<file path="src/rtl/stark_sau_issue_queue_if.sv">
// ---------------------------------------------------------------------------
// cpu_types_pkg + stark_sau_issue_queue_if
//
// Purpose: shared CPU types used by the SAU issue queue, and the interface
// bundle that carries dispatch, bypass, stomp and issue traffic between the
// queue and its surroundings.
//
// The package is kept here so the queue has a single home for its types.
//
// Interface signals (directions named from the queue's point of view):
//   disp_v_i, disp_rse_i, disp_tag_i, disp_argv_i : dispatch request
//   rdy_o                                         : queue has a free entry
//   byp_v_i, byp_tag_i, byp_val_i                 : result bypass buses
//   stall_i                                       : SAU refuses issue
//   stomp_i                                       : ROB squash mask
//   rse_o                                         : registered issue to SAU
//   count_o                                       : occupied entries
// Modports: master = dispatch/SAU side, slave = the issue queue.
// ---------------------------------------------------------------------------
package cpu_types_pkg;
  typedef logic [31:0] value_t;
  typedef logic [15:0] rob_bitmask_t;
  typedef logic [3:0]  rob_ndx_t;

  typedef struct packed {
    logic     v;
    rob_ndx_t rndx;
    logic [7:0] op;
    value_t   argA;
    value_t   argB;
    value_t   argC;
    value_t   argD;
  } reservation_station_entry_t;
endpackage

interface stark_sau_issue_queue_if #(
  parameter int NENT = 4,
  parameter int NBYP = 2,
  parameter int TAGW = 9,
  parameter int WID  = $bits(cpu_types_pkg::value_t)
);
  import cpu_types_pkg::*;

  logic                            disp_v_i;
  reservation_station_entry_t      disp_rse_i;
  logic [3:0][TAGW-1:0]            disp_tag_i;
  logic [3:0]                      disp_argv_i;
  logic                            rdy_o;
  logic [NBYP-1:0]                 byp_v_i;
  logic [NBYP-1:0][TAGW-1:0]       byp_tag_i;
  logic [NBYP-1:0][WID-1:0]        byp_val_i;
  logic                            stall_i;
  rob_bitmask_t                    stomp_i;
  reservation_station_entry_t      rse_o;
  logic [$clog2(NENT+1)-1:0]       count_o;

  modport master (
    output disp_v_i, disp_rse_i, disp_tag_i, disp_argv_i,
    output byp_v_i, byp_tag_i, byp_val_i, stall_i, stomp_i,
    input  rdy_o, rse_o, count_o
  );

  modport slave (
    input  disp_v_i, disp_rse_i, disp_tag_i, disp_argv_i,
    input  byp_v_i, byp_tag_i, byp_val_i, stall_i, stomp_i,
    output rdy_o, rse_o, count_o
  );
endinterface

</file>
<file path="src/rtl/stark_sau_issue_queue.sv">
// ---------------------------------------------------------------------------
// stark_sau_issue_queue
//
// Purpose: reservation-station issue queue in front of a Stark_meta_sau lane.
// Holds up to NENT dispatched entries, snoops NBYP bypass buses for missing
// operands, and each cycle issues the oldest entry whose four operands are
// valid onto a registered rse_o. Entries named in the ROB stomp mask are
// dropped without issuing.
//
// Ports:
//   clk  : clock
//   rst  : asynchronous active-high reset
//   io   : stark_sau_issue_queue_if.slave (dispatch, bypass, stall, stomp,
//          rse_o issue, rdy_o, count_o)
// ---------------------------------------------------------------------------
module stark_sau_issue_queue
  import cpu_types_pkg::*;
#(
  parameter int NENT = 4,
  parameter int NBYP = 2,
  parameter int TAGW = 9,
  parameter int WID  = $bits(cpu_types_pkg::value_t)
) (
  input  logic                    clk,
  input  logic                    rst,
  stark_sau_issue_queue_if.slave  io
);

  localparam int CW = $clog2(NENT + 1);
  localparam int IW = (NENT > 1) ? $clog2(NENT) : 1;

  typedef logic [3:0][TAGW-1:0] tags_t;
  typedef logic [3:0][WID-1:0]  args_t;

  logic [NENT-1:0]            busy_q, busy_d;
  reservation_station_entry_t ent_q   [NENT];
  reservation_station_entry_t ent_d   [NENT];
  tags_t                      tag_q   [NENT];
  tags_t                      tag_d   [NENT];
  logic [3:0]                 argv_q  [NENT];
  logic [3:0]                 argv_d  [NENT];
  args_t                      arg_q   [NENT];
  args_t                      arg_d   [NENT];
  // older_q[i][j] = 1 means entry j is older than entry i.
  logic [NENT-1:0]            older_q [NENT];
  logic [NENT-1:0]            older_d [NENT];
  reservation_station_entry_t rse_q, rse_d;

  logic [NENT-1:0]            stomped, ready, sel;
  logic                       issue;
  logic                       accept;
  logic [IW-1:0]              free_idx;
  reservation_station_entry_t issue_ent;
  logic [CW-1:0]              count;

  // Ready/select. An entry is picked only if no older entry is also ready;
  // since the age matrix totally orders busy entries, sel is one-hot or zero.
  always_comb begin
    stomped = '0;
    ready   = '0;
    sel     = '0;
    for (int i = 0; i < NENT; i++) begin
      stomped[i] = busy_q[i] & io.stomp_i[ent_q[i].rndx];
      ready[i]   = busy_q[i] & (&argv_q[i]) & ~stomped[i];
    end
    for (int i = 0; i < NENT; i++) begin
      sel[i] = ready[i] & ~(|(older_q[i] & ready));
    end
  end

  assign issue = (|sel) & ~io.stall_i;

  // Lowest-index free slot; rdy_o looks only at registered busy, so a slot
  // freed this cycle is not offered until the next one.
  always_comb begin
    free_idx = '0;
    for (int i = NENT - 1; i >= 0; i--) begin
      if (!busy_q[i]) free_idx = IW'(i);
    end
  end

  assign accept = io.disp_v_i & ~(&busy_q) & ~io.stomp_i[io.disp_rse_i.rndx];

  // Entry state update: drop on stomp/issue, operand capture from bypass,
  // and insertion of a new dispatch. Buses are scanned high to low so that
  // the lowest-numbered matching bus is the last writer and wins.
  always_comb begin
    busy_d = busy_q;
    for (int i = 0; i < NENT; i++) begin
      ent_d[i]   = ent_q[i];
      tag_d[i]   = tag_q[i];
      argv_d[i]  = argv_q[i];
      arg_d[i]   = arg_q[i];
      older_d[i] = older_q[i];
    end

    for (int i = 0; i < NENT; i++) begin
      if (stomped[i] || (issue && sel[i])) busy_d[i] = 1'b0;
      if (busy_q[i]) begin
        for (int o = 0; o < 4; o++) begin
          if (!argv_q[i][o]) begin
            for (int k = NBYP - 1; k >= 0; k--) begin
              if (io.byp_v_i[k] && (io.byp_tag_i[k] == tag_q[i][o])) begin
                arg_d[i][o]  = io.byp_val_i[k];
                argv_d[i][o] = 1'b1;
              end
            end
          end
        end
      end
    end

    if (accept) begin
      busy_d[free_idx] = 1'b1;
      ent_d[free_idx]  = io.disp_rse_i;
      tag_d[free_idx]  = io.disp_tag_i;
      argv_d[free_idx] = io.disp_argv_i;
      arg_d[free_idx]  = {WID'(io.disp_rse_i.argD), WID'(io.disp_rse_i.argC),
                          WID'(io.disp_rse_i.argB), WID'(io.disp_rse_i.argA)};
      for (int o = 0; o < 4; o++) begin
        if (!io.disp_argv_i[o]) begin
          for (int k = NBYP - 1; k >= 0; k--) begin
            if (io.byp_v_i[k] && (io.byp_tag_i[k] == io.disp_tag_i[o])) begin
              arg_d[free_idx][o]  = io.byp_val_i[k];
              argv_d[free_idx][o] = 1'b1;
            end
          end
        end
      end
      // New entry is younger than every busy entry. Clearing its column
      // wipes stale age bits left over from the slot's previous occupant.
      older_d[free_idx] = busy_q;
      for (int j = 0; j < NENT; j++) begin
        older_d[j][free_idx] = 1'b0;
      end
    end
  end

  // Issue mux: assemble the selected entry with its captured operands. When
  // nothing issues, rse_o keeps its payload and only v drops.
  always_comb begin
    issue_ent = '0;
    for (int i = 0; i < NENT; i++) begin
      if (sel[i]) begin
        issue_ent      = ent_q[i];
        issue_ent.argA = value_t'(arg_q[i][0]);
        issue_ent.argB = value_t'(arg_q[i][1]);
        issue_ent.argC = value_t'(arg_q[i][2]);
        issue_ent.argD = value_t'(arg_q[i][3]);
      end
    end
    rse_d   = rse_q;
    rse_d.v = 1'b0;
    if (issue) begin
      rse_d   = issue_ent;
      rse_d.v = 1'b1;
    end
  end

  // State registers; reset drops every entry and clears the issue register.
  always_ff @(posedge clk or posedge rst) begin
    if (rst) begin
      busy_q <= '0;
      rse_q  <= '0;
      for (int i = 0; i < NENT; i++) begin
        ent_q[i]   <= '0;
        tag_q[i]   <= '0;
        argv_q[i]  <= '0;
        arg_q[i]   <= '0;
        older_q[i] <= '0;
      end
    end else begin
      busy_q <= busy_d;
      rse_q  <= rse_d;
      for (int i = 0; i < NENT; i++) begin
        ent_q[i]   <= ent_d[i];
        tag_q[i]   <= tag_d[i];
        argv_q[i]  <= argv_d[i];
        arg_q[i]   <= arg_d[i];
        older_q[i] <= older_d[i];
      end
    end
  end

  // Occupancy is the population count of busy, so it tracks every
  // dispatch/issue/stomp combination applied at one edge.
  always_comb begin
    count = '0;
    for (int i = 0; i < NENT; i++) begin
      count = count + CW'(busy_q[i]);
    end
  end

  assign io.rdy_o   = ~(&busy_q);
  assign io.rse_o   = rse_q;
  assign io.count_o = count;

endmodule
</file>
<file path="src/flat_wrapper.sv">
// flat-port wrapper written by rule: the top's interface ports become plain ports
module stark_sau_issue_queue_flat import cpu_types_pkg::*;
#(
  parameter int NENT = 4,
  parameter int NBYP = 2,
  parameter int TAGW = 9,
  parameter int WID  = $bits(cpu_types_pkg::value_t)
)
  (clk, rst, io_disp_v_i, io_disp_rse_i, io_disp_tag_i, io_disp_argv_i, io_byp_v_i, io_byp_tag_i, io_byp_val_i, io_stall_i, io_stomp_i, io_rdy_o, io_rse_o, io_count_o);
  stark_sau_issue_queue_if #(.NENT(NENT), .NBYP(NBYP), .TAGW(TAGW), .WID(WID)) io_i ();
  input  logic clk;
  input  logic rst;
  input wire logic [$bits(io_i.disp_v_i)-1:0] io_disp_v_i;
  input wire logic [$bits(io_i.disp_rse_i)-1:0] io_disp_rse_i;
  input wire logic [$bits(io_i.disp_tag_i)-1:0] io_disp_tag_i;
  input wire logic [$bits(io_i.disp_argv_i)-1:0] io_disp_argv_i;
  input wire logic [$bits(io_i.byp_v_i)-1:0] io_byp_v_i;
  input wire logic [$bits(io_i.byp_tag_i)-1:0] io_byp_tag_i;
  input wire logic [$bits(io_i.byp_val_i)-1:0] io_byp_val_i;
  input wire logic [$bits(io_i.stall_i)-1:0] io_stall_i;
  input wire logic [$bits(io_i.stomp_i)-1:0] io_stomp_i;
  output wire logic [$bits(io_i.rdy_o)-1:0] io_rdy_o;
  output wire logic [$bits(io_i.rse_o)-1:0] io_rse_o;
  output wire logic [$bits(io_i.count_o)-1:0] io_count_o;
  assign io_i.disp_v_i = io_disp_v_i;
  assign io_i.disp_rse_i = io_disp_rse_i;
  assign io_i.disp_tag_i = io_disp_tag_i;
  assign io_i.disp_argv_i = io_disp_argv_i;
  assign io_i.byp_v_i = io_byp_v_i;
  assign io_i.byp_tag_i = io_byp_tag_i;
  assign io_i.byp_val_i = io_byp_val_i;
  assign io_i.stall_i = io_stall_i;
  assign io_i.stomp_i = io_stomp_i;
  assign io_rdy_o = io_i.rdy_o;
  assign io_rse_o = io_i.rse_o;
  assign io_count_o = io_i.count_o;
  stark_sau_issue_queue #(.NENT(NENT), .NBYP(NBYP), .TAGW(TAGW), .WID(WID)) u_core (.clk(clk), .rst(rst), .io(io_i));
endmodule
</file>
<file path="config.mk">
export PLATFORM = sky130hd
export DESIGN_NAME = stark_sau_issue_queue_flat
export DESIGN_NICKNAME = d
export VERILOG_FILES = /design/src/rtl/stark_sau_issue_queue_if.sv /design/src/rtl/stark_sau_issue_queue.sv /design/src/flat_wrapper.sv
export SDC_FILE = /design/constraint.sdc
export NUM_CORES = 2
export LEC_CHECK = 0
export ABC_AREA = 1
export CAP_MARGIN = 40
export CORE_MARGIN = 2
export CORE_UTILIZATION = 30
export DETAILED_ROUTE_END_ITERATION = 10
export PLACE_DENSITY = 0.47
export SLEW_MARGIN = 20
export SYNTH_ARGS = -nofsm -noshare
export SYNTH_HDL_FRONTEND = slang
export SYNTH_SLANG_ARGS = --single-unit
</file>
<file path="constraint.sdc">
create_clock -name clk -period 71.1 [get_ports clk]
set_input_delay 14.22 -clock clk [delete_from_list [all_inputs] [get_ports clk]]
set_output_delay 14.22 -clock clk [all_outputs]
set_load 0.01 [all_outputs]
</file>
==> results.cfg <==
[setup_path]
required_ns = 71.80
critPathKind = in2reg
worstReg2RegStart = u_core.busy_q[3]
start_kind = input pin
end_kind = flop
worstReg2RegEnd = u_core.arg_q[228]
endpoint = u_core.io.rse_o[70]
path_max_fanout = 143
cp.arrival_ns = 19.75
r2r_cells = 19
reg2reg_slack_ns = 65.42
crit_start = io_stomp_i[10]

[status]
outcome = finished, final reports clean

[floorplanning]
rows = 175
start_util = 0.302
core-area_um2 = 228000
dieArea_um2 = 233000
chipHeight_um = 483
io_pins = 430
fp.dieW_um = 483

[drt]
vias = 86300
antenna_left = 0
drt-initial-drc-count = 14000
wl_per_cell_um = 32.8
viasPerCell = 6.05
drc = 0
wl_um = 468000
dr.pass1.iters = 9

[global_route]
grt_util_met3 = 0.150
use_met1 = 0.502
grt.total_usage = 0.384
grt_pass1_wl_um = 642000
use_met2 = 0.532
antenna_found_initial = 62
grt-ovfl-total = 0
grt_max_degree = 144
grt_pass1_vias = 79100
busiest_layer = met2

[logic_synthesis]
synth_edf_count = 0
postSynthAreaPerCell_um2 = 6.17
synth_seq_cells = 881
synth_area_um2 = 68900
synth_nets = 11400
synthArstFlopShare = 1.00
ys_types = 52
ys_seq_area_frac = 0.320
syn_inst = 11200
ys.flop_type = dfrtp_1
ys_warn_count = 0

[sta]
setup_violations = 0
finClkSkew_ns = 0.0584
max_freq_mhz = 52.5
hold_violations = 0
drv_slew = 0
period_needed_ns = 19.05
worst_pin_slew_ns = 1.14
finalCritPeriodShare = 0.268
slew_headroom = 0.239
fin_ws_ns = 52.05
grt_setup_unrepaired = false
fin_setup_tns_ns = 0

[power_and_ir_drop]
leakagePower_nw = 38.2
total_power_w = 0.00228
ir_drop_v = 0.0000201
powerDensity_nw_per_um2 = 28.0

[clock_tree]
clk_pin_slew_worst_paths_ns = 0.06
clk_latency_ns = 0.84
cts_sinks = 881
htreeDepth = 3
cts-resized-gates = 0
cts_buffer_depth = 3
numCtsBuffers = 117
cts_tree = yes
hold_buffers = 0
root_buffer = clkbuf_16
post-cts-setup-buffer-count = 0

[finish]
area_growth_pct = 18.6
final_cell_mix = 3740 x nand2_1, 1254 x o21ai_0, 881 x dfrtp_1
final_layout_size_suffix_gt1_frac = 0.0705
fin_util = 0.359
fillers = 25000
layout.nets = 11400
ff_latch_area_um2 = 22000
final_common_cell = nand2_1
multiInputGateArea_um2 = 39600

[place]
gp_congestion = 1.03
hpwl_um = 312000
port_buffers = 428
post-place-ws_ns = 51.48

[min_path]
hp-class = reg2reg

[job]
maxCapViolCount = 0
==> critical path: stages <==
cell and delay (ns):
clkdlybuf4s50_1 0.56, inv_1 0.12, nand2_1 0.08, nand3_1 0.08, nand3_1 0.08, nand3_1 0.13, nand2_1 0.12, nand2_1 0.12
nand3_1 0.10, nand2_1 0.13, nor2_4 0.12, buf_4 0.50, buf_4 0.78, buf_4 0.80, buf_12 0.72, a21oi_1 0.08
nand2_1 0.22, nand2_1 0.08, nand2_1 0.34, nand2_1 0.11
==> layer usage <==
| layer | vias up | share of wire |
|---|---|---|
| li1 | 36700 | - |
| met1 | 41500 | 0.39 |
| met5 | - | 0.00072 |
| met2 | 6732 | 0.40 |
| met3 | 1366 | 0.14 |
| met4 | 20 | 0.066 |
==> stage by stage <==
| stage | hold slack, ns | instances | cell area (µm²) |
|---|---|---|---|
| final | 0.478 | 14300 | 81600 |
| after global routing | 0.499 | 14200 | 81600 |
| after CTS | 0.483 | 14200 | 81000 |
| after detailed placement | 0.465 | 14000 | 76800 |
| after global placement | 0.466 | 13900 | 74900 |
| after floorplan | 0.453 | 11200 | 68900 |
==> how the worst min path moves through the flow <==
stage                                   start                  end  slack (ns)  cells past startpoint
after floorplan             u_core.ent_q[269]    u_core.ent_q[269]        0.45                      2
after global placement      u_core.ent_q[558]    u_core.ent_q[558]        0.47                      2
after detailed placement  u_core.io.rse_o[88]  u_core.io.rse_o[88]        0.46                      2
after CTS                 u_core.io.rse_o[59]  u_core.io.rse_o[59]        0.48                      2
after global routing      u_core.io.rse_o[91]  u_core.io.rse_o[91]        0.50                      2
final                     u_core.io.rse_o[13]  u_core.io.rse_o[13]        0.48                      2
==> state kept, by name (all words and copies together), names as in the netlist <==
| name | flops |
|---|---|
| u_core.arg_q | 512 |
| u_core.tag_q | 144 |
| u_core.io.rse_o | 141 |
| u_core.ent_q | 48 |
| u_core.argv_q | 16 |
| u_core.older_q | 16 |
| u_core.busy_q | 4 |
==> synthesized netlist by cell type, types with 3 or more instances <==
master | count | area (µm²)
a211oi_1 | 7 | 52.6
a21oi_1 | 768 | 3840
a21oi_4 | 4 | 65.1
a221oi_1 | 21 | 184
a22o_1 | 13 | 114
a31oi_1 | 28 | 175
buf_1 | 74 | 278
buf_2 | 273 | 1370
buf_4 | 48 | 360
buf_6 | 6 | 67.6
clkbuf_1 | 596 | 2240
clkinv_1 | 19 | 71.3
dfrtp_1 | 881 | 22000
ha_1 | 3 | 37.5
inv_1 | 756 | 2840
inv_2 | 46 | 173
nand2_1 | 3756 | 14100
nand2_2 | 13 | 81.3
nand3_1 | 688 | 3440
nand3_2 | 6 | 60.1
nand3b_1 | 3 | 22.5
nand4_1 | 36 | 225
nor2_1 | 682 | 2560
nor2_2 | 16 | 100
nor2_4 | 8 | 90.1
nor2_8 | 3 | 60.1
nor3_1 | 28 | 140
nor4_1 | 28 | 175
o2111ai_1 | 6 | 52.6
o211ai_1 | 565 | 4240
o21ai_0 | 1254 | 6280
o21ai_1 | 262 | 1310
o22ai_1 | 81 | 507
o31ai_1 | 19 | 143
or2_2 | 5 | 31.3
xnor2_1 | 43 | 377
xor2_1 | 86 | 753
==> logic make-up after synthesis <==
kind of cell	Yosys count	synth area share
AO/OA/AOI/OAI	3034	0.247
buffers and inverters	1822	0.108
XOR/XNOR	129	0.0164
adder cells (fa/ha/maj)	4	0.000836
flip-flops	881	0.320
AND/OR/NAND/NOR	5282	0.308
==> layout make-up <==
| type | count | area share |
|---|---|---|
| multi-input cells | 8449 | 0.485 |
| flip-flops and latches | 881 | 0.270 |
| repair buffers | 852 | 0.107 |
| well taps | 3009 | 0.0461 |
| clock buffers | 157 | 0.0410 |
| inverters | 823 | 0.0385 |
| clock inverters | 54 | 0.0104 |
| diodes | 41 | 0.00126 |
==> report_power, final <==
| part | switching, W | total, W | internal, W | leakage (nW) |
|---|---|---|---|---|
| registers | 0.000109 | 0.000769 | 0.000660 | 10.5 |
| clock network | 0.000280 | 0.000680 | 0.000400 | 2.05 |
| logic | 0.000565 | 0.000835 | 0.000270 | 25.6 |
Note: power is estimated with default switching activity, not from simulation.
